## src/rtl/ring_osc_cal_pkg.sv

```systemverilog
// Shared definitions for the ring-oscillator trim calibration block:
// FSM states, trim geometry and the code-to-trim thermometer mapping.
package ring_osc_cal_pkg;

  localparam int unsigned NUM_STAGES = 13;
  localparam int unsigned MAX_CODE   = 26;

  typedef enum logic [2:0] {
    IDLE,
    ORST,
    SETTLE,
    MEAS,
    EVAL,
    FIN
  } cal_state_e;

  // Primary trims (bits 0..12) fill first, then secondary trims (13..25).
  function automatic logic [2*NUM_STAGES-1:0] code_to_trim(input logic [4:0] code);
    logic [2*NUM_STAGES-1:0] t;
    t = '0;
    for (int unsigned i = 0; i < NUM_STAGES; i++) begin
      if (i < 32'(code)) t[i] = 1'b1;
      if (i + NUM_STAGES < 32'(code)) t[i+NUM_STAGES] = 1'b1;
    end
    return t;
  endfunction

endpackage

```

## src/rtl/osc_edge_counter.sv

```systemverilog
// Synchronizes the divided oscillator toggle into clk and counts every
// edge (rise or fall) while enabled, saturating at all-ones.
module osc_edge_counter #(
  parameter int CNT_W = 16
) (
  input  logic             clk,
  input  logic             resetn,
  input  logic             clr,
  input  logic             en,
  input  logic             osc_tgl,
  output logic [CNT_W-1:0] count
);

  logic             sync1_q, sync2_q, prev_q;
  logic [CNT_W-1:0] cnt_q, cnt_d;
  logic             edge_det;

  assign edge_det = sync2_q ^ prev_q;

  always_comb begin
    cnt_d = cnt_q;
    if (clr) begin
      cnt_d = '0;
    end else if (en && edge_det && (cnt_q != '1)) begin
      cnt_d = cnt_q + CNT_W'(1);
    end
  end

  always_ff @(posedge clk or negedge resetn) begin
    if (!resetn) begin
      sync1_q <= 1'b0;
      sync2_q <= 1'b0;
      prev_q  <= 1'b0;
      cnt_q   <= '0;
    end else begin
      sync1_q <= osc_tgl;
      sync2_q <= sync1_q;
      prev_q  <= sync2_q;
      cnt_q   <= cnt_d;
    end
  end

  assign count = cnt_q;

endmodule

```

## src/rtl/ring_osc_trim_cal.sv

```systemverilog
// Ring-oscillator trim calibration: steps the trim code upward from 0 until
// the measured edge count per window falls to or below the target.
module ring_osc_trim_cal
  import ring_osc_cal_pkg::*;
#(
  parameter int CNT_W         = 16,
  parameter int RST_CYCLES    = 16,
  parameter int SETTLE_CYCLES = 64
) (
  input  logic             clk,
  input  logic             resetn,
  input  logic             start,
  input  logic             abort,
  input  logic             osc_tgl,
  input  logic [CNT_W-1:0] window_len,
  input  logic [CNT_W-1:0] target,
  output logic             osc_reset,
  output logic [25:0]      trim,
  output logic             busy,
  output logic             done,
  output logic [4:0]       cal_code,
  output logic [CNT_W-1:0] meas_count,
  output logic             err_slow,
  output logic             err_fast
);

  cal_state_e       state_q, state_d;
  logic [31:0]      tmr_q, tmr_d;
  logic [CNT_W-1:0] win_q, win_d, tgt_q, tgt_d, meas_q, meas_d;
  logic [25:0]      trim_q, trim_d;
  logic [4:0]       code_q, code_d;
  logic             osc_reset_q, osc_reset_d, busy_q, busy_d, done_q, done_d;
  logic             es_q, es_d, ef_q, ef_d;
  logic [CNT_W-1:0] edge_cnt;

  osc_edge_counter #(.CNT_W(CNT_W)) u_edge_counter (
    .clk     (clk),
    .resetn  (resetn),
    .clr     (state_q == SETTLE),
    .en      (state_q == MEAS),
    .osc_tgl (osc_tgl),
    .count   (edge_cnt)
  );

  always_comb begin
    state_d     = state_q;
    tmr_d       = tmr_q;
    win_d       = win_q;
    tgt_d       = tgt_q;
    meas_d      = meas_q;
    trim_d      = trim_q;
    code_d      = code_q;
    osc_reset_d = osc_reset_q;
    busy_d      = busy_q;
    done_d      = 1'b0;
    es_d        = es_q;
    ef_d        = ef_q;
    case (state_q)
      IDLE: if (start) begin
        win_d       = (window_len == '0) ? CNT_W'(1) : window_len;
        tgt_d       = target;
        code_d      = '0;
        trim_d      = code_to_trim(5'd0);
        es_d        = 1'b0;
        ef_d        = 1'b0;
        busy_d      = 1'b1;
        osc_reset_d = 1'b1;
        tmr_d       = '0;
        state_d     = ORST;
      end
      ORST: begin
        if (tmr_q == 32'(RST_CYCLES - 1)) begin
          tmr_d       = '0;
          osc_reset_d = 1'b0;
          state_d     = SETTLE;
        end else begin
          tmr_d = tmr_q + 32'd1;
        end
      end
      SETTLE: begin
        if (tmr_q == 32'(SETTLE_CYCLES - 1)) begin
          tmr_d   = '0;
          state_d = MEAS;
        end else begin
          tmr_d = tmr_q + 32'd1;
        end
      end
      MEAS: begin
        if (tmr_q == 32'(win_q) - 32'd1) begin
          tmr_d   = '0;
          state_d = EVAL;
        end else begin
          tmr_d = tmr_q + 32'd1;
        end
      end
      EVAL: begin
        meas_d = edge_cnt;
        if (edge_cnt <= tgt_q) begin
          es_d    = (code_q == '0);
          done_d  = 1'b1;
          state_d = FIN;
        end else if (code_q == 5'(MAX_CODE)) begin
          ef_d    = 1'b1;
          done_d  = 1'b1;
          state_d = FIN;
        end else begin
          code_d  = code_q + 5'd1;
          trim_d  = code_to_trim(code_q + 5'd1);
          state_d = SETTLE;
        end
      end
      FIN: begin
        busy_d  = 1'b0;
        state_d = IDLE;
      end
      default: state_d = IDLE;
    endcase

    // Abort overrides whatever the active state computed, freezing code/trim.
    if (abort && (state_q != IDLE)) begin
      state_d     = IDLE;
      tmr_d       = '0;
      osc_reset_d = 1'b0;
      busy_d      = 1'b0;
      done_d      = 1'b0;
      code_d      = code_q;
      trim_d      = trim_q;
      meas_d      = meas_q;
      es_d        = es_q;
      ef_d        = ef_q;
    end
  end

  always_ff @(posedge clk or negedge resetn) begin
    if (!resetn) begin
      state_q     <= IDLE;
      tmr_q       <= '0;
      win_q       <= '0;
      tgt_q       <= '0;
      meas_q      <= '0;
      trim_q      <= '0;
      code_q      <= '0;
      osc_reset_q <= 1'b1;
      busy_q      <= 1'b0;
      done_q      <= 1'b0;
      es_q        <= 1'b0;
      ef_q        <= 1'b0;
    end else begin
      state_q     <= state_d;
      tmr_q       <= tmr_d;
      win_q       <= win_d;
      tgt_q       <= tgt_d;
      meas_q      <= meas_d;
      trim_q      <= trim_d;
      code_q      <= code_d;
      osc_reset_q <= osc_reset_d;
      busy_q      <= busy_d;
      done_q      <= done_d;
      es_q        <= es_d;
      ef_q        <= ef_d;
    end
  end

  assign osc_reset  = osc_reset_q;
  assign trim       = trim_q;
  assign busy       = busy_q;
  assign done       = done_q;
  assign cal_code   = code_q;
  assign meas_count = meas_q;
  assign err_slow   = es_q;
  assign err_fast   = ef_q;

endmodule
```

## config.mk

```make
export PLATFORM = sky130hd
export DESIGN_NAME = ring_osc_trim_cal
export DESIGN_NICKNAME = d
export VERILOG_FILES = /design/src/rtl/ring_osc_cal_pkg.sv /design/src/rtl/osc_edge_counter.sv /design/src/rtl/ring_osc_trim_cal.sv
export SDC_FILE = /design/constraint.sdc
export NUM_CORES = 1
export LEC_CHECK = 0
export CAP_MARGIN = 10
export CORE_MARGIN = 2
export CORE_UTILIZATION = 40
export DETAILED_ROUTE_END_ITERATION = 16
export PLACE_DENSITY_LB_ADDON = 0.12
export SKIP_LAST_GASP = 1
export SLEW_MARGIN = 20
export SYNTH_ARGS = -nofsm -noshare
export SYNTH_HDL_FRONTEND = slang
export SYNTH_SLANG_ARGS = --single-unit
```

## constraint.sdc

```tcl
create_clock -name clk -period 4 [get_ports clk]
set_input_delay 0.4 -clock clk [delete_from_list [all_inputs] [get_ports clk]]
set_output_delay 0.4 -clock clk [all_outputs]
set_load 0.02 [all_outputs]
```

## Word level (Yosys, flattened, before mapping)

Index checks and enable logic that the tools add are counted.

- Add/subtract/negate cells: 4
- Magnitude comparators: 27
- Eq/ne operators: 19
- Multiplexer cells: 67
- Bitwise logic cells: 2
- Reductions and logical operators: 21

Operator list:

| operator | count |
|---|---|
| $mux 32 | 5 |
| $pmux 32 s4 | 1 |
| $mux 26 | 3 |
| $pmux 26 s2 | 1 |
| $lt 5x5->1 const A | 10 |
| $mux 16 | 3 |
| $lt 4x5->1 const A | 8 |
| $mux 1 | 38 |
| $add 32x1->32 const B | 1 |
| $eq 32x32->1 | 1 |
| $eq 32x4->1 const B | 1 |
| $eq 32x6->1 const B | 1 |
| $mux 3 | 7 |
| $lt 3x5->1 const A | 4 |
| $sub 16x1->17 const B | 1 |
| $add 16x1->16 const B | 1 |
| $le 16x16->1 | 1 |
| $logic_not 16->1 | 1 |
| $ne 16x16->1 const B | 1 |
| $mux 5 | 3 |
| $pmux 3 s5 | 1 |
| $ne 3x3->1 const B | 4 |
| $lt 1x5->1 const A | 2 |
| $lt 2x5->1 const A | 2 |
| other kinds (20) | 39 |

- Register bits after elaboration: 138
- Output and inout bits: 52
- Logic and storage cells: 156

## Depth between registers and ports, before layout

Gate-level depths: netlist of the first run.

- Depth after elaboration: 6
- Mapped depth: 12
- Mapped depth without buffers: 10

## Cells and area by module

A second synthesis of the first run with hierarchy kept.

- Cells, all modules: 850
- Area, all modules: 7677.4 um2

Modules (own cells, without submodules):

| module | instances | cells each | area each (um2) | sequential area each (um2) |
|---|---|---|---|---|
| ring_osc_trim_cal | 1 | 733 | 6602.6 | 2954.1 |
| osc_edge_counter | 1 | 117 | 1074.8 | 475.5 |

## Worst setup path after synthesis of the first run

No wires, ideal clock.

- Path type: register to register
- Start: register win_q[0]
- End: register tmr_q[1]
- Arrival time: 2739 ps
- Data required time: 3879 ps
- Slack: 1140 ps
- Stages on the path, launching flop included: 11
- Buffers on the path: 1
- Cell sequence: dfrtp_1 inv_1 ha_1 or4b_1 a2111oi_0 o221ai_1 nor4_4 o211ai_4 and2_1 buf_2 a22o_1

- Cells in the longest elaborated chain, start to end: 5

Ends and longest elaborated chain:

| item | line | source |
|---|---|---|
| start, declared | ring_osc_trim_cal.sv:29 | `logic [CNT_W-1:0] win_q, win_d, tgt_q, tgt_d, meas_q, meas_d;` |
| start signal, assigned | ring_osc_trim_cal.sv:151 | `win_q <= win_d;` |
| $sub 16x1->17 | ring_osc_trim_cal.sv:89 | `if (tmr_q == 32'(win_q) - 32'd1) begin` |
| $eq 32x32->1 | ring_osc_trim_cal.sv:89 |  |
| $mux 32 | ring_osc_trim_cal.sv:89 |  |
| $pmux 32 s4 | ring_osc_trim_cal.sv:58 | `case (state_q)` |
| $mux 32 | ring_osc_trim_cal.sv:120 | `if (abort && (state_q != IDLE)) begin` |
| end signal, assigned | ring_osc_trim_cal.sv:150 | `tmr_q <= tmr_d;` |
| end, declared | ring_osc_trim_cal.sv:28 | `logic [31:0] tmr_q, tmr_d;` |

Every way passes these cells.
A chain may end at the register's enable or synchronous reset.

## Final worst setup path of the first run

Same ends and word-level chain as after synthesis.

==> results_dict.tcl, run 1 <==
set metrics [dict create \
    status "complete, but fails checks" \
    failed_checks "hold timing" \
    num_rows 49 \
    critPathKind "reg -> reg" \
    grt_pass1_vias 5931 \
    overflow 0 \
    die_h_um 139.3 \
    crit_chain "inv_1, ha_1, or4b_1, or2_2, nor4_1, o211ai_1, nor4_4, o211ai_4, buf_12, and2_1, a22o_1" \
    final_cell_mix "dfrtp_1 (136), clkdlybuf4s50_1 (87), nand2_1 (61)" \
    synthToLayoutAreaGrowth_pct 24.29 \
    viasPerCell 5.646 \
    cp_num_buf_inv 2 \
    synth_nets 800 \
    fin_crit_ps 3308 \
    hpwl_mm 12.74 \
    power_density_nw_per_um2 568.1 \
    wirelength_mm 17.82 \
    ys_ff_latch 137 \
    fin_nets 875 \
    cts_resized 0 \
    start_util_pct 40.77 \
    route.detailed.wl_per_inst_um 16.85 \
    ir_worst_vdd_mv 0.3486 \
    setup_slack_ps 691.8 \
    dieWidth_um 139.3 \
    r2r_setup_slack_ps 690 \
    slew_headroom_pct 40.53 \
    finalSetupViolCount 0 \
    dp_slack_ps 735.6 \
    ff2ff_path_depth 11 \
    cts.sinks 137 \
    synth-main-ff-cell "dfrtp_1" \
    synthCells 741 \
    tns_ps 0 \
    hold_buffers 0 \
    path_delay_family "simple AND/OR/NAND/NOR gates" \
    clkPwrFrac_pct 34.5 \
    synth_top_area_share_pct 46.46 \
    ys_seq_area_share_pct 46.82 \
    core_um2 17960 \
    root_buffer "clkbuf_16" \
    grt_setup_unrepaired "no" \
    combPwrFrac_pct 30.3 \
    clockBufferDepth 2 \
    seqPwrFrac_pct 35.2 \
    syn_area_per_cell_um2 9.885 \
    synth.area.top_cells "dfrtp_1 (46%), mux2_2 (4.9%), ha_1 (3.8%), a31oi_1 (3.4%), a22o_1 (3.3%)" \
    end_kind "flip-flop" \
    grt_usage_pct 19.07 \
    start_kind "flip-flop" \
    cts_tree "built" \
    synth-edff-count 0 \
    syn_area_um2 7325 \
    numCtsBuffers 17 \
    design_power_total_uw 5172 \
    critical-path-max-stage-delay_ps 540 \
    worst_hold_slack_ps -12.91 \
    r2r_start "win_q[0]" \
    dieArea_um2 19410 \
    diodes 0 \
    ios 89 \
    cts.clk_slew.worst_paths_ps 70 \
    ant_nets 0 \
    worst_pin_slew_ps 889.1 \
    p_int_uw 3394 \
    antenna_found_initial 0 \
    cp_max_fo 53 \
    hp-class "in -> async" \
    synth_area_leader_cell "dfrtp_1" \
    hold_viol 7 \
    first_pass_iters 4 \
    drt_iter0_drc 337 \
    finalMaxSlewViolations 0 \
    worstPathRequired_ps 4300 \
    gp_congestion 0.8791 \
    max_freq_mhz 302.3 \
    cp.depth 11 \
    clk_latency_ps 420 \
    reg2reg_to "tmr_q[1]" \
    worstPathArrival_ps 3610 \
    switching_share_pct 34.37 \
    maxCapViolations 0 \
    switchingPower_uw 1778 \
    post_cts_buffers 0 \
    async_flop_share_pct 100.0 \
    grt_max_degree 74 \
    grt_first_pass_wirelength_mm 30.38 \
    synth_cell_type_count 67 \
    skew_ps 9.688 \
    p_leak_uw 0.004027 \
    period_share_pct 82.71 \
    yosysWarnings 0 \
    cts_max_level 4 \
    layout_commonest_cell "dfrtp_1" \
    drc_errors 0 \
    vias 5973 \
    cpMaxStageDelayCell "or4b_1" \
    port_buffers 88 \
    drive_gt1_share_pct 10.98 \
]
-- kinds of logic after synthesis --
family                     share of synthesized area [%]
DFF                                                46.82
xor gates and xnor gates                           4.066
buffers and inverters                              3.997
muxes                                              5.330
and+or+nand+nor                                    18.69
adders and majority gates                          3.758
AOI/OAI and AO/OA                                  17.34
-- registers in the layout, indices dropped and copies added (netlist names), 3 cells and up --
signal	flops
trim	26
state_q	3
tmr_q	32
win_q	16
meas_count	16
cal_code	4
tgt_q	16
u_edge_counter.count	16
-- synth_stat cells (7+ instances only) --
cell        n
dfrtp_1   136
ha_1       22
nand2_1    61
nor2_1     44
inv_1      31
o21ai_0    47
a21oi_1    17
nand3b_1   14
a22o_1     28
nand4_1    16
mux2_2     32
and4_1      8
nor4_1     14
xnor2_1    13
a21o_1     12
or3_1      11
nand3_1    24
and3_1     13
a31oi_1    40
clkbuf_1   32
nor2b_1     7
nor3_1     15
xor2_1     21
-- metrics by stage --
| stage | area (um2) | util, % | cells |
|---|---|---|---|
| after floorplan | 7325 | - | 741 |
| after detailed placement | 8421 | 46.88 | 1026 |
| after global placement | 8421 | 46.88 | 1026 |
| after CTS | 9094 | 50.62 | 1058 |
| final | 9104 | 50.68 | 1058 |
| after global routing | 9104 | 50.68 | 1058 |
-- worst max path at each step --
stage | startpoint | endpoint | slack, ps
3_5_place_dp | win_q[0] | tmr_q[1] | 740
6_report | win_q[0] | tmr_q[1] | 690
2_1_floorplan | win_q[0] | tmr_q[1] | 1140
4_1_cts | win_q[0] | tmr_q[1] | 690
3_3_place_gp | win_q[0] | tmr_q[1] | 860
5_1_grt | win_q[0] | tmr_q[1] | 420
-- metal layers --
| metal | GRT usage [%] | routed length, um | share of wire, % | vias up |
|---|---|---|---|---|
| met5 | 0 | 0 | 0 | - |
| met4 | 5.423 | 254 | 1.4 | 0 |
| met3 | 3.682 | 520 | 2.9 | 19 |
| met2 | 31.17 | 8539 | 48 | 106 |
| met1 | 26.00 | 8509 | 48 | 2961 |
| li1 | - | - | - | 2887 |
-- final cells by class --
cell class              instances  area (um2)
multi-input cells             531        3628
clock buffers                  18       429.2
well taps                     229       286.5
repair buffers                 98       969.7
clock inverters                14       244.0
fillers                      1583        8860
flip-flops and latches        137        3430
inverters                      31       116.4
-- power by group through the flow --
| stage | logic, uW | clock network [uW] | registers [uW] |
|---|---|---|---|
| finish | 1570 | 1790 | 1820 |
| global route | 1760 | 1890 | 1860 |
| CTS | 1580 | 1830 | 1820 |
| detailed placement | 1560 | 0 | 1840 |
| global placement | 1510 | 0 | 1840 |
| floorplan | 1180 | 0 | 1780 |
Note: power is estimated with default switching activity, not from simulation.
==> run 2, diff against run 1 <==
- clock period: 4 -> 3.12 ns (I/O delays scaled with it)
==> results_dict.tcl, run 2 (synthesis results as in run 1) <==
set metrics [dict create \
    dieWidth_um 139.3 \
    cp_max_fo 7 \
    dr_wl_met2_mm 8.927 \
    clk_latency_ps 420 \
    layoutNonFillerInstCount 1079 \
    maxCapViolations 0 \
    fin_crit_ps 3076 \
    route.detailed.wl_per_inst_um 16.92 \
    final_area_um2 9266 \
    wl_met1_mm 8.440 \
    r2r_start "win_q[2]" \
    start_kind "flip-flop" \
    p_int_uw 4150 \
    design_power_total_uw 6573 \
    seqPwrFrac_pct 35.1 \
    setup_slack_ps 43.90 \
    p_leak_uw 0.004104 \
    fin_nets 896 \
    worst_pin_slew_ps 799.2 \
    r2r_setup_slack_ps 40 \
    switchingPower_uw 2423 \
    grt_first_pass_wirelength_mm 30.50 \
    dp_slack_ps -58.50 \
    combPwrFrac_pct 34.9 \
    cts_tree "built" \
    numCtsBuffers 17 \
    end_kind "flip-flop" \
    switching_share_pct 36.86 \
    synthToLayoutAreaGrowth_pct 26.51 \
    reg2reg_to "tmr_q[3]" \
    clockBufferDepth 2 \
    drive_gt1_share_pct 15.29 \
    worstPathArrival_ps 3380 \
    cts.sinks 137 \
    final_cell_mix "dfrtp_1 (132), clkdlybuf4s50_1 (87), nand2_1 (61)" \
    hp-class "reg -> reg" \
    gp_congestion 0.8845 \
    hold_end "u_edge_counter.sync2_q" \
    overflow 0 \
    slew_headroom_pct 46.72 \
    layout_commonest_cell "dfrtp_1" \
    vias 6153 \
    regMostFlops "tmr_q" \
    max_freq_mhz 325.1 \
    wirelength_mm 18.25 \
    ir_worst_vdd_mv 0.4682 \
    ff2ff_path_depth 9 \
    cts.clk_slew.worst_paths_ps 60 \
    grt_usage_pct 19.35 \
    antenna_found_initial 0 \
    period_share_pct 98.59 \
    num_rows 49 \
    drc_errors 0 \
    hpwl_mm 12.98 \
    port_buffers 88 \
    drt_iter0_drc 347 \
    place_inst 1041 \
    dieArea_um2 19410 \
    cts_max_level 4 \
    first_pass_iters 5 \
    grt_max_degree 74 \
    grt_pass1_vias 5924 \
    diodes 0 \
    hold_depth 0 \
    die_h_um 139.3 \
    start_util_pct 40.77 \
    top_layer "met4" \
    critPathKind "reg -> reg" \
    status "completed" \
    grt_setup_unrepaired "yes" \
    hold_viol 0 \
    postPlaceCellArea_um2 8533 \
    wl_met3_um 629 \
    ant_nets 0 \
    fillers 1659 \
    clkPwrFrac_pct 30.0 \
    skew_ps 9.948 \
    min_from "u_edge_counter.sync1_q" \
    finalSetupViolCount 0 \
    root_buffer "clkbuf_16" \
    power_density_nw_per_um2 709.4 \
    ios 89 \
    worstPathRequired_ps 3420 \
    viasPerCell 5.703 \
    core_um2 17960 \
    finalMaxSlewViolations 0 \
    largest_reg_flops 32 \
]
[run 2: changes by cell type in the layout (fill, tap and decap cells not counted), sizes merged]
cell and change:
dlygate4sd3 +1, inv +3, clkinvlp +3, buf +20
bufinv -5, clkinv -1
[run 2: final cells by class]
type / instances / area (um2) / share of cell area (%)
multi-input combinational: 531 / 3715 / 40.09
sequential: 137 / 3435 / 37.06
timing repair buffer: 119 / 1137 / 12.27
clock buffer: 18 / 439.2 / 4.739
tap: 229 / 286.5 / 3.092
clock inverter: 14 / 137.6 / 1.485
inverter: 31 / 116.4 / 1.256
[run 2: power by group through the flow]
stage / combinational [uW] / sequential [uW] / clock [uW]
after CTS: 2210 / 2300 / 2010
after floorplan: 1510 / 2280 / 0
final: 2300 / 2310 / 1970
after global placement: 2060 / 2320 / 0
after detailed placement: 2140 / 2330 / 0
after global routing: 2560 / 2340 / 2100
[run 2: worst max-delay path by stage]
stage / slack, ps / cells after the start / endpoint / startpoint
floorplan: 260 / 10 / tmr_q[1] / win_q[0]
global placement: 90 / 9 / tmr_q[2] / win_q[5]
detailed placement: -60 / 11 / tmr_q[31] / win_q[1]
CTS: -7 / 11 / tmr_q[3] / win_q[1]
global route: -100 / 11 / tmr_q[3] / win_q[1]
finish: 40 / 9 / tmr_q[3] / win_q[2]
[run 2: repair_timing]
action	4_1_cts	5_1_grt
cloned	0	0
hold endpoints to repair	63	0
pin swaps	3	10
hold buffers	1	0
resized for setup	7	21
setup endpoints to repair	20	32
setup buffers	2	3
[run 2: per-layer routing]
| layer | vias up | GRT usage (%) |
|---|---|---|
| met5 | - | 0 |
| met4 | 0 | 5.529 |
| met3 | 18 | 3.820 |
| met2 | 132 | 31.42 |
| met1 | 3073 | 26.48 |
| li1 | 2930 | - |
[run 2: through the flow]
| step | hold slack [ps] | utilization [%] | setup TNS, ps |
|---|---|---|---|
| final | 356.8 | 51.58 | 0 |
| after detailed placement | 336.5 | 47.50 | -140.7 |
| after floorplan | 16.41 | - | 0 |
| after global routing | 364.1 | 51.58 | -1133 |
| after global placement | 342.2 | 47.50 | 0 |
| after CTS | 355.8 | 51.03 | -7.287 |
[run 2: worst max-delay path, stage by stage, from the launching register on]
cell and delay [ps]:
dfrtp_2 460, or3_1 430, or4_1 530, a22oi_1 220
o211ai_1 170, nor4_4 410, o211ai_4 170, buf_6 180
a31o_2 220, a22o_1 170
==> run 3, diff against run 2 <==
- CORE_UTILIZATION: 40 -> 33
==> results_dict.tcl, run 3 (synthesis results as in run 1) <==
set metrics [dict create \
    core_um2 21820 \
    switchingPower_uw 2435 \
    final_area_um2 9374 \
    synthToLayoutAreaGrowth_pct 27.98 \
    cts_tree "built" \
    start_util_pct 33.56 \
    ir_worst_vdd_mv 0.4285 \
    drt_iter0_drc 289 \
    design_power_total_uw 6782 \
    clockBufferDepth 2 \
    worstPathRequired_ps 3410 \
    p_int_uw 4347 \
    seqPwrFrac_pct 34.0 \
    gp_congestion 0.8614 \
    hpwl_mm 13.50 \
    layout_commonest_cell "dfrtp_1" \
    die_h_um 153.0 \
    start_kind "flip-flop" \
    numCtsBuffers 17 \
    tns_ps 0 \
    cts.sinks 137 \
    root_buffer "clkbuf_16" \
    cts.clk_slew.worst_paths_ps 70 \
    worst_hold_slack_ps -28.26 \
    clk_latency_ps 420 \
    port_buffers 88 \
    antenna_found_initial 0 \
    fin_crit_ps 3007 \
    final_cell_mix "dfrtp_1 (135), clkdlybuf4s50_1 (87), nand2_1 (61)" \
    worstPathArrival_ps 3300 \
    overflow 0 \
    route.detailed.wl_per_inst_um 16.99 \
    power_density_nw_per_um2 723.5 \
    cp_max_fo 21 \
    vias 6130 \
    regMostFlops "tmr_q" \
    wirelength_mm 19.27 \
    fillers 2133 \
    failed_checks "hold timing" \
    end_kind "flip-flop" \
    viasPerCell 5.406 \
    ios 89 \
    grt_pass1_vias 6183 \
    largest_reg_flops 32 \
    dieArea_um2 23400 \
    clkPwrFrac_pct 31.5 \
    dieWidth_um 153.0 \
    drive_gt1_share_pct 14.29 \
    max_freq_mhz 332.5 \
    cts_max_level 4 \
    grt_first_pass_wirelength_mm 32.06 \
    status "complete, but fails checks" \
    hp-class "in -> async" \
    place_inst 1099 \
    num_rows 54 \
    finalMaxSlewViolations 0 \
    switching_share_pct 35.91 \
    area.sequential_um2 3431 \
    slew_headroom_pct 36.45 \
    first_pass_iters 5 \
    worst_pin_slew_ps 953.3 \
    skew_ps 14.90 \
    hold_buffers 0 \
    grt_usage_pct 16.80 \
    fin_util_pct 42.95 \
    layoutNonFillerInstCount 1134 \
    hold_viol 12 \
    multiInputGateArea_um2 3670 \
    p_leak_uw 0.004159 \
    diodes 0 \
    fin_nets 900 \
    period_share_pct 96.38 \
    maxCapViolations 0 \
    combPwrFrac_pct 34.5 \
    critPathKind "reg -> reg" \
    finalSetupViolCount 0 \
    grt_max_degree 113 \
    postPlaceCellArea_um2 8675 \
    ant_nets 0 \
    drc_errors 0 \
]
run 3: routing by layer:
| layer | global-route usage (%) | vias up | routed length (um) |
|---|---|---|---|
| met5 | 0 | - | 0 |
| met3 | 2.694 | 21 | 570 |
| li1 | - | 2936 | - |
| met1 | 22.07 | 3048 | 8933 |
| met4 | 5.203 | 0 | 330 |
| met2 | 28.55 | 125 | 9431 |
run 3: cell type report:
class                   count  area share, %
multi-input cells         531          39.15
repair buffers            123          12.64
clock inverters            14          1.949
clock buffers              18          4.685
flip-flops and latches    137          36.60
well taps                 280          3.737
inverters                  31          1.241
run 3: timing repair:
action                                  4_1_cts  5_1_grt
endpoints found under the setup margin        0       21
buffers inserted                              0        3
resized for setup                             0       11
run 3: path summary, 6_finish.rpt:
path	from	to	slack, ps	cells after the start
min in group clk	osc_tgl	u_edge_counter.sync1_q	350	1
setup reg to reg	win_q[8]	tmr_q[21]	110	10
max in group asynchronous	resetn	tmr_q[31]	2260	2
hold reg to reg	u_edge_counter.sync1_q	u_edge_counter.sync2_q	350	0
hold / removal	resetn	meas_count[11]	-30	1
setup / recovery	win_q[8]	tmr_q[21]	110	10
run 3: worst max-delay path: stages (launching register included):
cell and delay, ps:
dfrtp_1 440, or3_1 420, or4_4 540, o21ai_1 150, nand4_1 160, nor4_4 420
o211ai_4 150, buf_12 180, buf_4 150, a41oi_1 200, a31oi_1 60
run 3: through the flow:
step / worst slack (ps) / hold WS [ps]
3_5_place_dp: 46.97 / 340.2
6_report: 112.9 / -28.26
4_1_cts: 20.22 / 103.3
2_1_floorplan: 260.2 / 16.41
5_1_grt: -18.60 / 111.9
3_3_place_gp: 159.2 / 350.1
run 3: power groups by stage:
stage                     Sequential [uW]  Clock [uW]  Combinational [uW]
final                                2310        2140                2340
after global routing                 2340        2270                2590
after CTS                            2300        2190                2310
after detailed placement             2330           0                2290
after global placement               2320           0                2240
after floorplan                      2280           0                1510
